[config.mk]
export PLATFORM = sky130hd
export DESIGN_NAME = nibble_serial_adder
export DESIGN_NICKNAME = d
export VERILOG_FILES = /design/src/rtl/nsa_pkg.sv /design/src/rtl/four_bit_adder.sv /design/src/rtl/nibble_serial_adder.sv
export SDC_FILE = /design/constraint.sdc
export NUM_CORES = 1
export LEC_CHECK = 0
export ABC_CLOCK_PERIOD_IN_PS = 4200
export CAP_MARGIN = 10
export CORE_ASPECT_RATIO = 0.8
export CORE_MARGIN = 3
export CORE_UTILIZATION = 50
export CTS_CLUSTER_SIZE = 8
export DETAILED_ROUTE_END_ITERATION = 16
export GPL_TIMING_DRIVEN = 0
export PLACE_DENSITY = 0.8
export RECOVER_POWER = 100
export SLEW_MARGIN = 20
export SYNTH_ARGS = -nofsm -noshare
export SYNTH_HDL_FRONTEND = slang
export SYNTH_SLANG_ARGS = --single-unit
[constraint.sdc]
create_clock -name clk -period 4.2 [get_ports clk]
set_clock_uncertainty 0.05 [all_clocks]
set_input_delay 0.42 -clock clk [delete_from_list [all_inputs] [get_ports clk]]
set_output_delay 0.42 -clock clk [all_outputs]
set_load 0.01 [all_outputs]
[src/rtl/nsa_pkg.sv]
// Shared constants and FSM state encoding for the nibble-serial adder.
// Latency: none (declarations only).
// Backpressure: not applicable.
package nsa_pkg;

    localparam int NIBBLE_W = 4;

    typedef enum logic [1:0] {
        IDLE = 2'd0,
        RUN  = 2'd1,
        DONE = 2'd2
    } nsa_state_t;

endpackage

[src/rtl/four_bit_adder.sv]
// Purpose: 4-bit ripple adder slice with carry in/out.
// Latency: combinational.
// Backpressure: none; pure function of its inputs.
module four_bit_adder (
    input  logic [3:0] a,
    input  logic [3:0] b,
    input  logic       cin,
    output logic [3:0] sum,
    output logic       cout
);

    assign {cout, sum} = {1'b0, a} + {1'b0, b} + {4'b0000, cin};

endmodule

[src/rtl/nibble_serial_adder.sv]
// Purpose: adds two W-bit operands plus carry-in one nibble per cycle through a single 4-bit adder.
// Latency: out_valid rises NIBBLES+1 edges after the accepting edge (accept edge counted as the first).
// Backpressure: result held in DONE until out_ready; in_ready only in IDLE. NSA_OVERFLOW_EN adds out_ovf.
module nibble_serial_adder
    import nsa_pkg::*;
#(
    parameter int NIBBLES = 4
) (
    input  logic                         clk,
    input  logic                         rst,
    input  logic                         in_valid,
    output logic                         in_ready,
    input  logic [NIBBLE_W*NIBBLES-1:0]  in_a,
    input  logic [NIBBLE_W*NIBBLES-1:0]  in_b,
    input  logic                         in_cin,
    output logic                         out_valid,
    input  logic                         out_ready,
    output logic [NIBBLE_W*NIBBLES-1:0]  out_sum,
    output logic                         out_cout,
    output logic                         busy
`ifdef NSA_OVERFLOW_EN
    ,
    output logic                         out_ovf
`endif
);

    localparam int W     = NIBBLE_W * NIBBLES;
    localparam int IDX_W = (NIBBLES > 1) ? $clog2(NIBBLES) : 1;
    localparam logic [IDX_W-1:0] LAST_IDX = IDX_W'(NIBBLES - 1);

    nsa_state_t          state_q, state_d;
    logic [W-1:0]        a_q, b_q, sum_q;
    logic                carry_q;
    logic [IDX_W-1:0]    idx_q;
    logic [NIBBLE_W-1:0] a_nib, b_nib, nib_sum;
    logic                nib_cout;

    // Slice mux: the current nibble of each captured operand feeds the adder.
    assign a_nib = a_q[int'(idx_q) * NIBBLE_W +: NIBBLE_W];
    assign b_nib = b_q[int'(idx_q) * NIBBLE_W +: NIBBLE_W];

    four_bit_adder u_adder (
        .a    (a_nib),
        .b    (b_nib),
        .cin  (carry_q),
        .sum  (nib_sum),
        .cout (nib_cout)
    );

    // State register; reset wins over any handshake in the same cycle.
    always_ff @(posedge clk) begin
        if (rst) begin
            state_q <= IDLE;
        end else begin
            state_q <= state_d;
        end
    end

    // Next-state and handshake outputs decoded purely from the current state.
    always_comb begin
        state_d   = state_q;
        in_ready  = 1'b0;
        out_valid = 1'b0;
        busy      = 1'b0;
        case (state_q)
            IDLE: begin
                in_ready = 1'b1;
                if (in_valid) begin
                    state_d = RUN;
                end
            end
            RUN: begin
                busy = 1'b1;
                // Last slice is written this cycle, so DONE follows directly.
                if (idx_q == LAST_IDX) begin
                    state_d = DONE;
                end
            end
            DONE: begin
                busy      = 1'b1;
                out_valid = 1'b1;
                if (out_ready) begin
                    state_d = IDLE;
                end
            end
            default: state_d = IDLE;
        endcase
    end

    // Datapath: capture operands on accept, then ripple one nibble per RUN cycle.
    always_ff @(posedge clk) begin
        if (rst) begin
            a_q     <= '0;
            b_q     <= '0;
            sum_q   <= '0;
            carry_q <= 1'b0;
            idx_q   <= '0;
        end else begin
            case (state_q)
                IDLE: begin
                    if (in_valid) begin
                        a_q     <= in_a;
                        b_q     <= in_b;
                        carry_q <= in_cin;
                        idx_q   <= '0;
                        sum_q   <= '0;
                    end
                end
                RUN: begin
                    sum_q[int'(idx_q) * NIBBLE_W +: NIBBLE_W] <= nib_sum;
                    carry_q <= nib_cout;
                    // Index parks on the last slice instead of wrapping.
                    if (idx_q != LAST_IDX) begin
                        idx_q <= idx_q + 1'b1;
                    end
                end
                default: ;
            endcase
        end
    end

`ifdef NSA_OVERFLOW_EN
    logic ovf_q;

    // Signed overflow: carry into the MSB (recovered from the top slice) XOR carry out.
    always_ff @(posedge clk) begin
        if (rst) begin
            ovf_q <= 1'b0;
        end else if (state_q == IDLE && in_valid) begin
            ovf_q <= 1'b0;
        end else if (state_q == RUN && idx_q == LAST_IDX) begin
            ovf_q <= (a_nib[NIBBLE_W-1] ^ b_nib[NIBBLE_W-1] ^ nib_sum[NIBBLE_W-1]) ^ nib_cout;
        end
    end

    assign out_ovf = ovf_q;
`endif

    assign out_sum  = sum_q;
    assign out_cout = carry_q;

endmodule

==> impl_metrics.csv, run 1 <==
group,metric,value,unit
run_status,status,"completed",
timing,slew_violations,0,
yosys,synth_edf_count,0,
timing,finalCritPeriodShare,0.812,
setup_path,worstPathMaxFanout,10,
floorplan,dieArea,5730,µm²
routing,dr.pass1.iters,4,
grt,grt_pass1_vias,1932,
place,place_ws,1200,ps
cts,cts_sinks,53,
layout,nFillCells,389,
run,max_cap_violations,0,
setup_path,critPathLaunch,"idx_q[0]",
layout,synthToLayoutAreaGrowth,28.7,%
floorplan,io_pins,57,
routing,wl_per_cell,14.3,µm
setup_path,ff2ff_setup_slack,790,ps
yosys,synth_common_cells,"66 x nand2_1, 53 x dfxtp_1, 35 x a21oi_1",
setup_path,worstPathArrival,3540,ps
layout,fin_nets,374,
cts,cts_resized,0,
yosys,yosys_most_used_dff,"dfxtp_1",
setup_path,reg2regPathDepth,8,
setup_path,start_kind,"register",
cts,htree_levels,2,
yosys,ys_seq_area_frac,0.437,
timing,worstMarginPinSlew,724,ps
yosys,synth.area.top_cells,"dfxtp_1 44%, nand2_1 10%, mux4_2 7.4%, a21oi_1 7.2%, ha_1 5.2%",
layout,final_cell_area,3130,µm²
layout,ff_latch_area,1060,µm²
yosys,synth.distinct_cells,35,
cts,cts.path.max_buffers,2,
yosys,synth-seq-cells,53,
place,gp_congestion,0.851,
yosys,yosysMostFrequentCell,"nand2_1",
timing,fin_hold_ws,296,ps
routing,viasPerCell,5.41,
timing,min_period,3410,ps
setup_path,path_class,"register to register",
setup_path,rr_startpoint,"idx_q[0]",
timing,fmax,0.293,GHz
routing,num_vias,2087,
cts,cts_tree,"built",
setup_path,reg2reg_to,"out_cout",
timing,hold_viol,0,
power,total_power,1580,µW
floorplan,die_w,83.9,µm
setup_path,crit_end,"out_cout",
floorplan,initial_core_util,0.525,
cts,numCtsBuffers,5,
routing,drc,0,
timing,setup_ws,788,ps
hold_path,min_from,"rst",
setup_path,cp.required,4330,ps
floorplan,num_rows,22,
layout,antenna_cells_inserted,0,
timing,fin_setup_tns,0,ps
grt,grt_pass1_wl,9070,µm
place,place_area,3050,µm²
yosys,syn-cell-area,2430,µm²
layout,multi_input_area,1230,µm²
routing,drtIter0Drc,111,
cts,cts_root_buf,"clkbuf_8",
routing,ant_nets,0,
grt,grt_usage,0.203,
timing,rsz0062_at_grt,"false",
routing,routed_wl,5520,µm
power,power_leakage,0.00124,µW
floorplan,fp.dieH,68.3,µm
yosys,synth.top_cell.area_share,0.437,
cts,post_cts_buffers,0,
yosys,synth_area_per_cell,9.23,µm²
power,p_per_area,505,nW/µm²
place,io_buffers,55,
yosys,async_flop_share,0,
layout,drive_above_1_share,0.0982,
timing,max_slew_margin,0.518,
yosys,synth_cells,263,
grt,grt_max_degree,16,
timing,setup_viol,0,
cts,ctsHoldBuffers,0,
setup_path,endpoint_kind,"register",
floorplan,design.core.area,4620,µm²
hold_path,hold_path_class,"input pin to register",
power,vdd_drop_max,0.242,mV
yosys,synth_top_area_cell,"dfxtp_1",
cts,insertion_delay,300,ps
grt,grt_antenna_before_repair,0,
cts,path_clk_slew,90,ps
place,dpl.hpwl,4010,µm
yosys,synth_warnings,0,
yosys,syn-num-nets,312,
grt,overflow,0,
==> layer usage <==
metal,GRT usage,part of all wire
met1,0.260,0.46
met2,0.342,0.47
met3,0.0457,0.060
met4,0.0723,0.011
met5,0,0
==> power by group <==
| part | total (µW) | leakage (µW) | switching (µW) | internal, µW |
|---|---|---|---|---|
| registers | 619 | 0.000433 | 45.7 | 574 |
| clock network | 312 | 0.0000542 | 163 | 149 |
| logic | 648 | 0.000757 | 372 | 276 |
| total | 1580 | 0.00124 | 580 | 999 |
==> cell families (layout without fill, tap and decap cells) <==
kind of cell	Yosys count	after routing	share of synthesized area
buf+inv	23	86	0.0510
compound gates	62	62	0.169
simple gates	101	101	0.183
xor+xnor	1	1	0.00361
fa+ha+maj	12	12	0.0680
mux	11	11	0.0886
flops	53	53	0.437
==> critical path, stage by stage (launching register included) <==
cell and delay, ps:
dfxtp_1 520, clkbuf_1 600, mux4_2 620, fa_1 450
fa_1 420, a21o_1 180, a211o_1 290, o211ai_1 80
a21oi_1 80
==> area by class of cell <==
type	instances	share of cell area
buffer	16	0.0272
sequential	53	0.339
multi-input combinational	187	0.392
clock inverter	1	0.00160
tap	60	0.0240
inverter	7	0.00841
clock buffer	7	0.0308
timing repair buffer	55	0.176
==> flip-flops by register name (all words and copies together), names as in the netlist <==
register and cells:
a_q 16, out_sum 16, out_cout 1, idx_q 2, state_q 2, b_q 16
==> metrics by stage <==
step | util | instances
2_1_floorplan | - | 263
3_3_place_gp | 0.660 | 378
3_5_place_dp | 0.660 | 378
4_1_cts | 0.682 | 386
5_1_grt | 0.676 | 386
6_report | 0.676 | 386
==> worst min path at each step <==
stage,to,depth (start not counted)
after floorplan,a_q[12],2
after detailed placement,b_q[11],2
after CTS,b_q[0],2
final,a_q[14],2
after global placement,b_q[9],2
after global routing,b_q[0],2
==> cells in the final DEF (no fill, tap or decap), drive strengths merged, types with 2 or more instances in the layout <==
| master | n |
|---|---|
| nand2 | 66 |
| dfxtp | 53 |
| a21oi | 35 |
| clkdlybuf4s50 | 35 |
| dlygate4sd3 | 20 |
| nor2 | 19 |
| clkbuf | 19 |
| a22oi | 12 |
| ha | 10 |
| mux4 | 8 |
| inv | 7 |
| o21ai | 5 |
| buf | 4 |
| nor3 | 4 |
| a32oi | 4 |
| mux2i | 2 |
| a211o | 2 |
| a21o | 2 |
| nand3 | 2 |
| nand2b | 2 |
| nand3b | 2 |
| fa | 2 |
Power figures use the tool's default switching activity.
==> inputs of run 2 (changes only) <==
- ABC_CLOCK_PERIOD_IN_PS: 4200 -> 3200
- CORE_UTILIZATION: 50 -> 49
- PLACE_DENSITY: 0.8 -> 0.79
- clock period: 4.2 -> 3.2 ns (I/O delays scaled with it)
==> impl_metrics.csv, run 2 (same netlist as run 1, synthesis figures left out) <==
group,metric,value,unit
routing,drc,0,
cts,cts.path.max_buffers,2,
cts,post_cts_buffers,0,
cts,cts_resized,0,
place,dpl.hpwl,4030,µm
power,total_power,2120,µW
run,max_cap_violations,0,
grt,grt_pass1_vias,1902,
layout,mostFrequentLayoutCell,"nand2_1",
setup_path,path_class,"register to register",
grt,grt_usage,0.196,
place,io_buffers,55,
routing,drtIter0Drc,113,
timing,rsz0062_at_grt,"false",
grt,grt_pass1_wl,8850,µm
power,power_switching,753,µW
timing,fin_setup_tns,0,ps
place,gp_congestion,0.852,
power,swShare,0.356,
floorplan,io_pins,57,
setup_path,crit_slowest_cell,"mux4_2",
layout,fin_nets,374,
floorplan,die_w,84.7,µm
cts,numCtsBuffers,5,
timing,slew_violations,0,
floorplan,fp.dieH,69.0,µm
layout,drive_above_1_share,0.0890,
power,pwr-share-seq,0.383,
floorplan,num_rows,22,
power,p_int,1360,µW
setup_path,critPathMaxStageDelay,550,ps
setup_path,start_kind,"register",
layout,stdcell_count,386,
layout,antenna_cells_inserted,0,
power,power_leakage,0.00124,µW
layout,final_cell_mix,"66 x nand2_1, 53 x dfxtp_1, 35 x a21oi_1, 35 x clkdlybuf4s50_1, 20 x dlygate4sd3_1",
run_status,status,"completed",
grt,overflow,0,
grt,grt_max_degree,16,
routing,num_vias,2037,
layout,synthToLayoutAreaGrowth,29.0,%
setup_path,cp.required,3390,ps
routing,routed_wl,5400,µm
routing,ant_nets,0,
hold_path,hold_path_class,"input pin to register",
timing,min_period,3080,ps
timing,finalCritPeriodShare,0.962,
routing,dr.pass1.iters,4,
setup_path,worst_path_most_repeated_cell,"fa_1",
timing,fmax,0.325,GHz
setup_path,endpoint_kind,"register",
timing,worstMarginPinSlew,601,ps
place,place_inst,378,
setup_path,worstPathArrival,3270,ps
routing,viasPerCell,5.28,
cts,insertion_delay,300,ps
layout,nFillCells,406,
cts,path_clk_slew,90,ps
power,pwr-share-clk,0.219,
cts,cts_sinks,53,
grt,grt_antenna_before_repair,0,
setup_path,worstPathMaxFanout,10,
cts,cts_tree,"built",
power,vdd_drop_max,0.547,mV
timing,hold_viol,0,
timing,max_slew_margin,0.599,
timing,setup_viol,0,
cts,ctsHoldBuffers,0,
floorplan,dieArea,5840,µm²
cts,htree_levels,2,
power,p_per_area,676,nW/µm²
power,power.share.combinational,0.398,
cts,cts_root_buf,"clkbuf_8",
floorplan,initial_core_util,0.519,
setup_path,worstPathCellList,"buf_4 > mux4_2 > fa_1 > fa_1 > xor2_1 > a22oi_1 > nor2_1",
routing,wl_per_cell,14.0,µm
floorplan,design.core.area,4680,µm²
## run 2: power groups by stage
stage          clock network [µW]  registers, µW  logic, µW
2_1_floorplan                   0            814        637
3_3_place_gp                    0            822        885
3_5_place_dp                    0            825        899
4_1_cts                       474            810        903
5_1_grt                       501            822        929
6_report                      465            810        843
## run 2: cell type report
| type | count | area (µm²) | share of cell area |
|---|---|---|---|
| clock buffers | 7 | 86.3 | 0.0276 |
| clock inverters | 1 | 30.0 | 0.00958 |
| well taps | 60 | 75.1 | 0.0240 |
| inverters | 7 | 26.3 | 0.00839 |
| multi-input cells | 187 | 1220 | 0.390 |
| plain buffers | 16 | 81.3 | 0.0260 |
| flip-flops and latches | 53 | 1060 | 0.339 |
| repair buffers | 55 | 551 | 0.176 |
## run 2: routing by layer
layer / global-route usage / part of all wire / vias up
met4: 0.0711 / 0.0085 / 0
met1: 0.279 / 0.48 / 937
li1: - / - / 1031
met2: 0.297 / 0.44 / 65
met5: 0 / 0 / -
met3: 0.0392 / 0.067 / 4
## run 2: critical path, delay by kind of cell, from the launching register on
family,cells,cell delay (ps)
adder cells (fa/ha/maj),2,870
multiplexers,1,550
flip-flops,1,510
XOR/XNOR,1,450
buffers and inverters,1,280
AO/OA/AOI/OAI,1,180
AND/OR/NAND/NOR,1,120
## run 2: worst paths after layout
kind / from / endpoint / slack [ps] / cells past startpoint
max reg2reg: idx_q[0] / out_sum[10] / 120 / 7
min: rst / b_q[0] / 200 / 2
max: idx_q[0] / out_sum[10] / 120 / 7
min reg2reg: a_q[12] / a_q[12] / 410 / 2
## run 2: stage by stage
| step | hold slack, ps | utilization | instance area, µm² | worst slack, ps |
|---|---|---|---|---|
| after global placement | 390 | 0.653 | 3050 | 187 |
| after CTS | 187 | 0.678 | 3170 | 138 |
| after detailed placement | 393 | 0.653 | 3050 | 161 |
| final | 198 | 0.670 | 3130 | 121 |
| after floorplan | 380 | - | 2430 | 430 |
| after global routing | 196 | 0.670 | 3130 | 13.0 |
